<file path="src/rtl/uart_prog_loader_if.sv">
// Instruction-memory write port driven by the UART program loader.
interface uart_prog_loader_if #(
   parameter int ADDR_WIDTH = 12,
   parameter int DATA_WIDTH = 16
);
   logic                  prog_we;
   logic [ADDR_WIDTH-1:0] prog_addr;
   logic [DATA_WIDTH-1:0] prog_wdata;

   modport master (output prog_we, prog_addr, prog_wdata);
   modport slave  (input  prog_we, prog_addr, prog_wdata);
endinterface

</file>
<file path="src/rtl/uart_prog_loader.sv">
// Serial boot loader: receives a framed image over UART and writes it into
// instruction memory while holding the CPU.
//
// state   | meaning
// --------+-----------------------------------------------------------
// IDLE    | waiting for SYNC_BYTE, CPU free
// LEN_HI  | expecting high byte of word count
// LEN_LO  | expecting low byte of word count, range check
// DATA_HI | expecting high byte of next word
// DATA_LO | expecting low byte, write issued the following cycle
// CHECK   | expecting XOR checksum byte
// DONE    | image loaded, behaves as IDLE
// ERROR   | image invalid, CPU stays held, err_code latched
module uart_prog_loader #(
   parameter int         CLK_FREQ       = 50000000,
   parameter int         BAUD           = 115200,
   parameter int         DATA_WIDTH     = 16,
   parameter int         ADDR_WIDTH     = 12,
   parameter logic [7:0] SYNC_BYTE      = 8'hA5,
   parameter int         TIMEOUT_CYCLES = 5000000
) (
   input  logic                CLK_50,
   input  logic                resetN,
   input  logic                uart_rx,
   uart_prog_loader_if.master  prog,
   output logic                cpu_hold,
   output logic                loaded,
   output logic                busy,
   output logic [1:0]          err_code
);

   localparam int CLKS_PER_BIT = CLK_FREQ / BAUD;
   localparam int TW = $clog2(CLKS_PER_BIT + 1);
   localparam int OW = $clog2(TIMEOUT_CYCLES + 1);
   localparam logic [TW-1:0] BIT_M1  = TW'(CLKS_PER_BIT - 1);
   localparam logic [TW-1:0] HALF_M1 = TW'(CLKS_PER_BIT / 2 - 1);
   localparam logic [OW-1:0] TO_LOAD = OW'(TIMEOUT_CYCLES);
   localparam logic [16:0]   MAX_LEN = 17'(2 ** ADDR_WIDTH);

   typedef enum logic [1:0] {RX_IDLE, RX_START, RX_DATA, RX_STOP} rx_state_t;
   typedef enum logic [2:0] {
      S_IDLE, S_LEN_HI, S_LEN_LO, S_DATA_HI, S_DATA_LO, S_CHECK, S_DONE, S_ERROR
   } state_t;

   rx_state_t       rx_state;
   logic            rx_s1, rx_s2, rx_d;
   logic [TW-1:0]   bit_tmr;
   logic [2:0]      bit_idx;
   logic [7:0]      rx_shift;
   logic            stop_seen, stop_bit;
   logic            byte_valid, frame_err;

   state_t          state;
   logic [7:0]      len_hi, data_hi, chk;
   logic [15:0]     words_left;
   logic [OW-1:0]   to_cnt;
   logic            active;

   // Receiver: sample mid-bit, byte/framing strobes one cycle after the stop sample.
   always_ff @(posedge CLK_50) begin
      if (!resetN) begin
         rx_s1     <= 1'b1;
         rx_s2     <= 1'b1;
         rx_d      <= 1'b1;
         rx_state  <= RX_IDLE;
         bit_tmr   <= '0;
         bit_idx   <= '0;
         rx_shift  <= '0;
         stop_seen <= 1'b0;
         stop_bit  <= 1'b0;
      end else begin
         rx_s1     <= uart_rx;
         rx_s2     <= rx_s1;
         rx_d      <= rx_s2;
         stop_seen <= 1'b0;
         case (rx_state)
            RX_IDLE: begin
               if (rx_d && !rx_s2) begin
                  bit_tmr  <= HALF_M1;
                  rx_state <= RX_START;
               end
            end
            RX_START: begin
               if (bit_tmr == '0) begin
                  if (rx_s2) begin
                     rx_state <= RX_IDLE;
                  end else begin
                     bit_tmr  <= BIT_M1;
                     bit_idx  <= '0;
                     rx_state <= RX_DATA;
                  end
               end else begin
                  bit_tmr <= bit_tmr - 1'b1;
               end
            end
            RX_DATA: begin
               if (bit_tmr == '0) begin
                  rx_shift <= {rx_s2, rx_shift[7:1]};
                  bit_tmr  <= BIT_M1;
                  if (bit_idx == 3'd7) rx_state <= RX_STOP;
                  else                 bit_idx  <= bit_idx + 1'b1;
               end else begin
                  bit_tmr <= bit_tmr - 1'b1;
               end
            end
            RX_STOP: begin
               if (bit_tmr == '0) begin
                  stop_seen <= 1'b1;
                  stop_bit  <= rx_s2;
                  rx_state  <= RX_IDLE;
               end else begin
                  bit_tmr <= bit_tmr - 1'b1;
               end
            end
            default: rx_state <= RX_IDLE;
         endcase
      end
   end

   assign byte_valid = stop_seen & stop_bit;
   assign frame_err  = stop_seen & ~stop_bit;
   assign active     = (state == S_LEN_HI) || (state == S_LEN_LO) || (state == S_DATA_HI) ||
                       (state == S_DATA_LO) || (state == S_CHECK);

   always_ff @(posedge CLK_50) begin
      if (!resetN) begin
         state           <= S_IDLE;
         len_hi          <= '0;
         data_hi         <= '0;
         chk             <= '0;
         words_left      <= '0;
         to_cnt          <= '0;
         prog.prog_we    <= 1'b0;
         prog.prog_addr  <= '0;
         prog.prog_wdata <= '0;
         cpu_hold        <= 1'b0;
         loaded          <= 1'b0;
         busy            <= 1'b0;
         err_code        <= 2'd0;
      end else begin
         prog.prog_we <= 1'b0;
         loaded       <= 1'b0;
         // Advance only when another word follows, so the last address is kept.
         if (prog.prog_we && state == S_DATA_HI) prog.prog_addr <= prog.prog_addr + 1'b1;
         if (active) begin
            if (byte_valid)          to_cnt <= TO_LOAD;
            else if (to_cnt != '0)   to_cnt <= to_cnt - 1'b1;
         end
         case (state)
            S_IDLE, S_DONE, S_ERROR: begin
               if (byte_valid && rx_shift == SYNC_BYTE) begin
                  state          <= S_LEN_HI;
                  busy           <= 1'b1;
                  cpu_hold       <= 1'b1;
                  err_code       <= 2'd0;
                  prog.prog_addr <= '0;
                  chk            <= '0;
                  to_cnt         <= TO_LOAD;
               end
            end
            default: begin
               if (frame_err || (!byte_valid && to_cnt == '0)) begin
                  state    <= S_ERROR;
                  err_code <= 2'd2;
                  busy     <= 1'b0;
               end else if (byte_valid) begin
                  chk <= chk ^ rx_shift;
                  case (state)
                     S_LEN_HI: begin
                        len_hi <= rx_shift;
                        state  <= S_LEN_LO;
                     end
                     S_LEN_LO: begin
                        if ({1'b0, len_hi, rx_shift} > MAX_LEN) begin
                           state    <= S_ERROR;
                           err_code <= 2'd3;
                           busy     <= 1'b0;
                        end else if ({len_hi, rx_shift} == 16'd0) begin
                           state <= S_CHECK;
                        end else begin
                           words_left <= {len_hi, rx_shift};
                           state      <= S_DATA_HI;
                        end
                     end
                     S_DATA_HI: begin
                        data_hi <= rx_shift;
                        state   <= S_DATA_LO;
                     end
                     S_DATA_LO: begin
                        prog.prog_we    <= 1'b1;
                        prog.prog_wdata <= {data_hi, rx_shift};
                        words_left      <= words_left - 1'b1;
                        state           <= (words_left == 16'd1) ? S_CHECK : S_DATA_HI;
                     end
                     S_CHECK: begin
                        busy <= 1'b0;
                        if (chk == rx_shift) begin
                           state    <= S_DONE;
                           loaded   <= 1'b1;
                           cpu_hold <= 1'b0;
                        end else begin
                           state    <= S_ERROR;
                           err_code <= 2'd1;
                        end
                     end
                     default: state <= S_IDLE;
                  endcase
               end
            end
         endcase
      end
   end

endmodule

</file>
<file path="src/flat_wrapper.sv">
// flat-port wrapper written by rule: the top's interface ports become plain ports
module uart_prog_loader_flat 
#(
   parameter int         CLK_FREQ       = 50000000,
   parameter int         BAUD           = 115200,
   parameter int         DATA_WIDTH     = 16,
   parameter int         ADDR_WIDTH     = 12,
   parameter logic [7:0] SYNC_BYTE      = 8'hA5,
   parameter int         TIMEOUT_CYCLES = 5000000
)
  (CLK_50, resetN, uart_rx, cpu_hold, loaded, busy, err_code, prog_prog_we, prog_prog_addr, prog_prog_wdata);
  uart_prog_loader_if #(.ADDR_WIDTH(ADDR_WIDTH), .DATA_WIDTH(DATA_WIDTH)) prog_i ();
  input  logic CLK_50;
  input  logic resetN;
  input  logic uart_rx;
  output logic cpu_hold;
  output logic loaded;
  output logic busy;
  output logic [1:0] err_code;
  output wire logic [$bits(prog_i.prog_we)-1:0] prog_prog_we;
  output wire logic [$bits(prog_i.prog_addr)-1:0] prog_prog_addr;
  output wire logic [$bits(prog_i.prog_wdata)-1:0] prog_prog_wdata;
  assign prog_prog_we = prog_i.prog_we;
  assign prog_prog_addr = prog_i.prog_addr;
  assign prog_prog_wdata = prog_i.prog_wdata;
  uart_prog_loader #(.CLK_FREQ(CLK_FREQ), .BAUD(BAUD), .DATA_WIDTH(DATA_WIDTH), .ADDR_WIDTH(ADDR_WIDTH), .SYNC_BYTE(SYNC_BYTE), .TIMEOUT_CYCLES(TIMEOUT_CYCLES)) u_core (.CLK_50(CLK_50), .resetN(resetN), .uart_rx(uart_rx), .prog(prog_i), .cpu_hold(cpu_hold), .loaded(loaded), .busy(busy), .err_code(err_code));
endmodule
</file>
<file path="config.mk">
export PLATFORM = sky130hd
export DESIGN_NAME = uart_prog_loader_flat
export DESIGN_NICKNAME = d
export VERILOG_FILES = /design/src/rtl/uart_prog_loader_if.sv /design/src/rtl/uart_prog_loader.sv /design/src/flat_wrapper.sv
export SDC_FILE = /design/constraint.sdc
export NUM_CORES = 1
export LEC_CHECK = 0
export CORE_UTILIZATION = 30
export CTS_BUF_LIST = sky130_fd_sc_hd__clkbuf_8
export CTS_CLUSTER_SIZE = 28
export DETAILED_ROUTE_END_ITERATION = 12
export GPL_ROUTABILITY_DRIVEN = 0
export GPL_TIMING_DRIVEN = 0
export PLACE_DENSITY = 0.5
export SKIP_LAST_GASP = 1
export SLEW_MARGIN = 5
export SYNTH_ARGS = -nofsm -noshare
export SYNTH_HDL_FRONTEND = slang
export SYNTH_SLANG_ARGS = --single-unit
</file>
<file path="constraint.sdc">
create_clock -name CLK_50 -period 2.4 [get_ports CLK_50]
set_input_delay 0.36 -clock CLK_50 [delete_from_list [all_inputs] [get_ports CLK_50]]
set_output_delay 0.36 -clock CLK_50 [all_outputs]
set_load 0.02 [all_outputs]
</file>
==> results.cfg <==
[power]
irDropWorstVdd_mv = 0.3856
power.total_uw = 6884
switching_share = 0.3533
power_density_mw_per_mm2 = 927.6
p_int_uw = 4452
net-switching-power_uw = 2432
clkPwrFrac = 0.309
combinationalPowerShare = 0.344
seq_power_share = 0.347
leakagePower_uw = 0.002594

[critical_path]
critPathMaxFanout = 5
path_common_cell = or3_4
worstPathArrival_ps = 2700
critPathLaunch = u_core.to_cnt[3]
critPathKind = reg -> reg
cp-start-kind = register
reg2reg_from = u_core.to_cnt[3]
cpPeakStageDelay_ps = 580
cp.required_ps = 2790
cp_cell_sequence = or4_4, or3_4, or3_4, mux2i_1, o21ba_2, o211a_1
crit_slowest_cell = or4_4
worstSetupEndpointType = register

[finish]
num-fill-cells = 2075
antenna_cells = 0
area_delta_synth_final_pct = 20.89
finish.utilization = 0.3751
drive_gt1_frac = 0.09443
layout_commonest_cell = dfxtp_1
nNetsFinal = 831
most-common-layout-cells = dfxtp_1, nand2_1, nor2_1

[synth]
synth_top_area_frac = 0.4142
syn-num-nets = 774
yosys_warnings = 0
synth_edf_count = 0
syn-cell-area_sq_mm = 0.006138
async_flop_share = 0
ys_ff_latch = 127
synthCells = 757
synth_area_leaders = dfxtp_1, a21oi_1, nand2_1, nor2_1, xnor2_1
ys_types = 61
synthFlopType = dfxtp_1
synth.yosys.seq_area_share = 0.4142
yosysTopAreaCell = dfxtp_1
avgSynthCellArea_sq_um = 8.109

[clock_tree]
htreeDepth = 4
tritoncts = built
root_buffer = clkbuf_8
clk_latency_ps = 450
clkTransAtPathRegs_ps = 80
cts_buffers = 17
clock_sinks = 127
holdBufCountCts = 0
clockBufferDepth = 2

[placement]
portBuffers = 35
post-place-ws_ps = -390.8
dpl.hpwl_microns = 11660

[sta]
post-route-period-util = 0.9597
slew_headroom = 0.3052
rsz0062_at_grt = yes
tightest_slew_ps = 1038
drv_slew = 0
worst_slack_ps = 96.80
fmax_mhz = 434.2
fin_crit_ps = 2303
hold_viol = 0
setup_viol = 0
clock_skew_ps = 13.49

[route]
wl_per_cell_microns = 15.54
wl_microns = 16950
drc_errors = 0
num_vias = 5492
detail_route.first_pass.iterations = 4
via_per_inst = 5.034
ant_nets = 0
drt_iter0_drc = 381

[floorplanning]
core_area_sq_mm = 0.01978
die_x_microns = 145.0
ioPinCount = 37
fp.dieArea_sq_mm = 0.02104
num_rows = 51
die_h_microns = 145.0
initial_utilization = 0.3103

[grt]
grt_max_degree = 17
grt_overflow = 0
track_usage = 0.1655
grt_pass1_vias = 5219
grt_pass1_wl_microns = 27800
antenna_found_initial = 0

[flow_run]
drv_cap = 0

[outcome]
status = complete, no violations

[worst_hold_path]
hold_path_class = in -> reg
min_from = resetN
routing by layer:
| layer | GRT usage | up-vias | routed length [microns] |
|---|---|---|---|
| li1 | - | 2791 | - |
| met5 | 0 | - | 0 |
| met4 | 0.04787 | 0 | 177 |
| met2 | 0.2510 | 109 | 7356 |
| met3 | 0.03805 | 15 | 708 |
| met1 | 0.2317 | 2577 | 8709 |
timing repair:
action | 4_1_cts | 5_1_grt
buffers inserted | 0 | 5
setup endpoints to repair | 47 | 58
gates cloned | 0 | 0
gates resized for setup | 11 | 29
pin swaps | 1 | 4
critical path: cells and delay by family, from the launching register on:
kind	cells	cell delay, ps
simple gates	3	1410
mux	1	190
flops	1	350
compound gates	2	300
power groups by stage:
stage,Sequential (uW),Combinational [uW],Clock [uW]
CTS,2390,2180,2170
global placement,2430,2160,0
finish,2390,2370,2130
floorplan,2410,1740,0
detailed placement,2430,2150,0
global route,2410,2620,2260
cell usage after synthesis, drive strengths merged, types with 3 or more instances:
master  count
nor4b       5
o21a        3
o31ai       3
or4         9
nand2      92
or3        11
ha         14
nor2       91
o41ai       3
a21o        6
clkbuf     38
a31oi       4
buf         5
nor3       28
xnor2      30
nand3b      7
o21ai      50
and2        4
o22ai       3
nand2b     10
and3        4
mux2i      21
inv        12
nor3b       7
o211ai      8
dfxtp     127
nand4       9
nor4       16
nand3      21
xor2       10
a21oi      79
state kept, by name (all words and copies together), names as in the netlist, 2 cells and up, named ones only:
signal and count:
u_core.to_cnt 23, u_core.prog.prog_wdata 16, u_core.words_left 16, u_core.prog.prog_addr 12
u_core.bit_tmr 9, u_core.chk 8, u_core.data_hi 8, u_core.len_hi 8
u_core.rx_shift 8, u_core.bit_idx 3, u_core.state 3, u_core.err_code 2
stage by stage:
| stage | setup TNS [ps] | hold slack, ps | instances | instance area [sq um] |
|---|---|---|---|---|
| floorplan | 0 | 386.3 | 757 | 6138 |
| global placement | -6619 | 407.1 | 1057 | 6820 |
| detailed placement | -5949 | 398.2 | 1057 | 6820 |
| CTS | 0 | 390.0 | 1088 | 7315 |
| global route | -169.1 | 414.6 | 1091 | 7421 |
| finish | 0 | 390.7 | 1091 | 7421 |
cells by family (layout without fill, tap and decap cells):
family,count (synthesis),after routing,share of synthesized area
muxes,22,22,0.03608
AOI/OAI and AO/OA,177,177,0.1665
DFF,127,127,0.4142
buffers and inverters,55,124,0.03526
and+or+nand+nor,322,322,0.2623
adders and majority gates,14,14,0.02854
xor gates and xnor gates,40,40,0.05707
final cells by class:
class                           count  area, sq um  area share
Buffer                             41        180.2     0.02428
Clock buffer                       21        289.0     0.03895
Clock inverter                     10        160.2     0.02158
Inverter                           12        45.04    0.006070
Multi-Input combinational cell    575         3485      0.4696
Sequential cell                   127         2542      0.3426
Tap cell                          265        331.6     0.04468
Timing Repair Buffer               40        387.9     0.05227
worst paths after layout:
kind                                            to  slack [ps]  cells past startpoint
worst max-delay path            u_core.err_code[0]         100                      6
worst min-delay path                  u_core.rx_s2         390                      2
worst max register to register  u_core.err_code[0]         100                      6
worst min register to register        u_core.rx_s2         420                      1
Note: power is estimated with default switching activity, not from simulation.
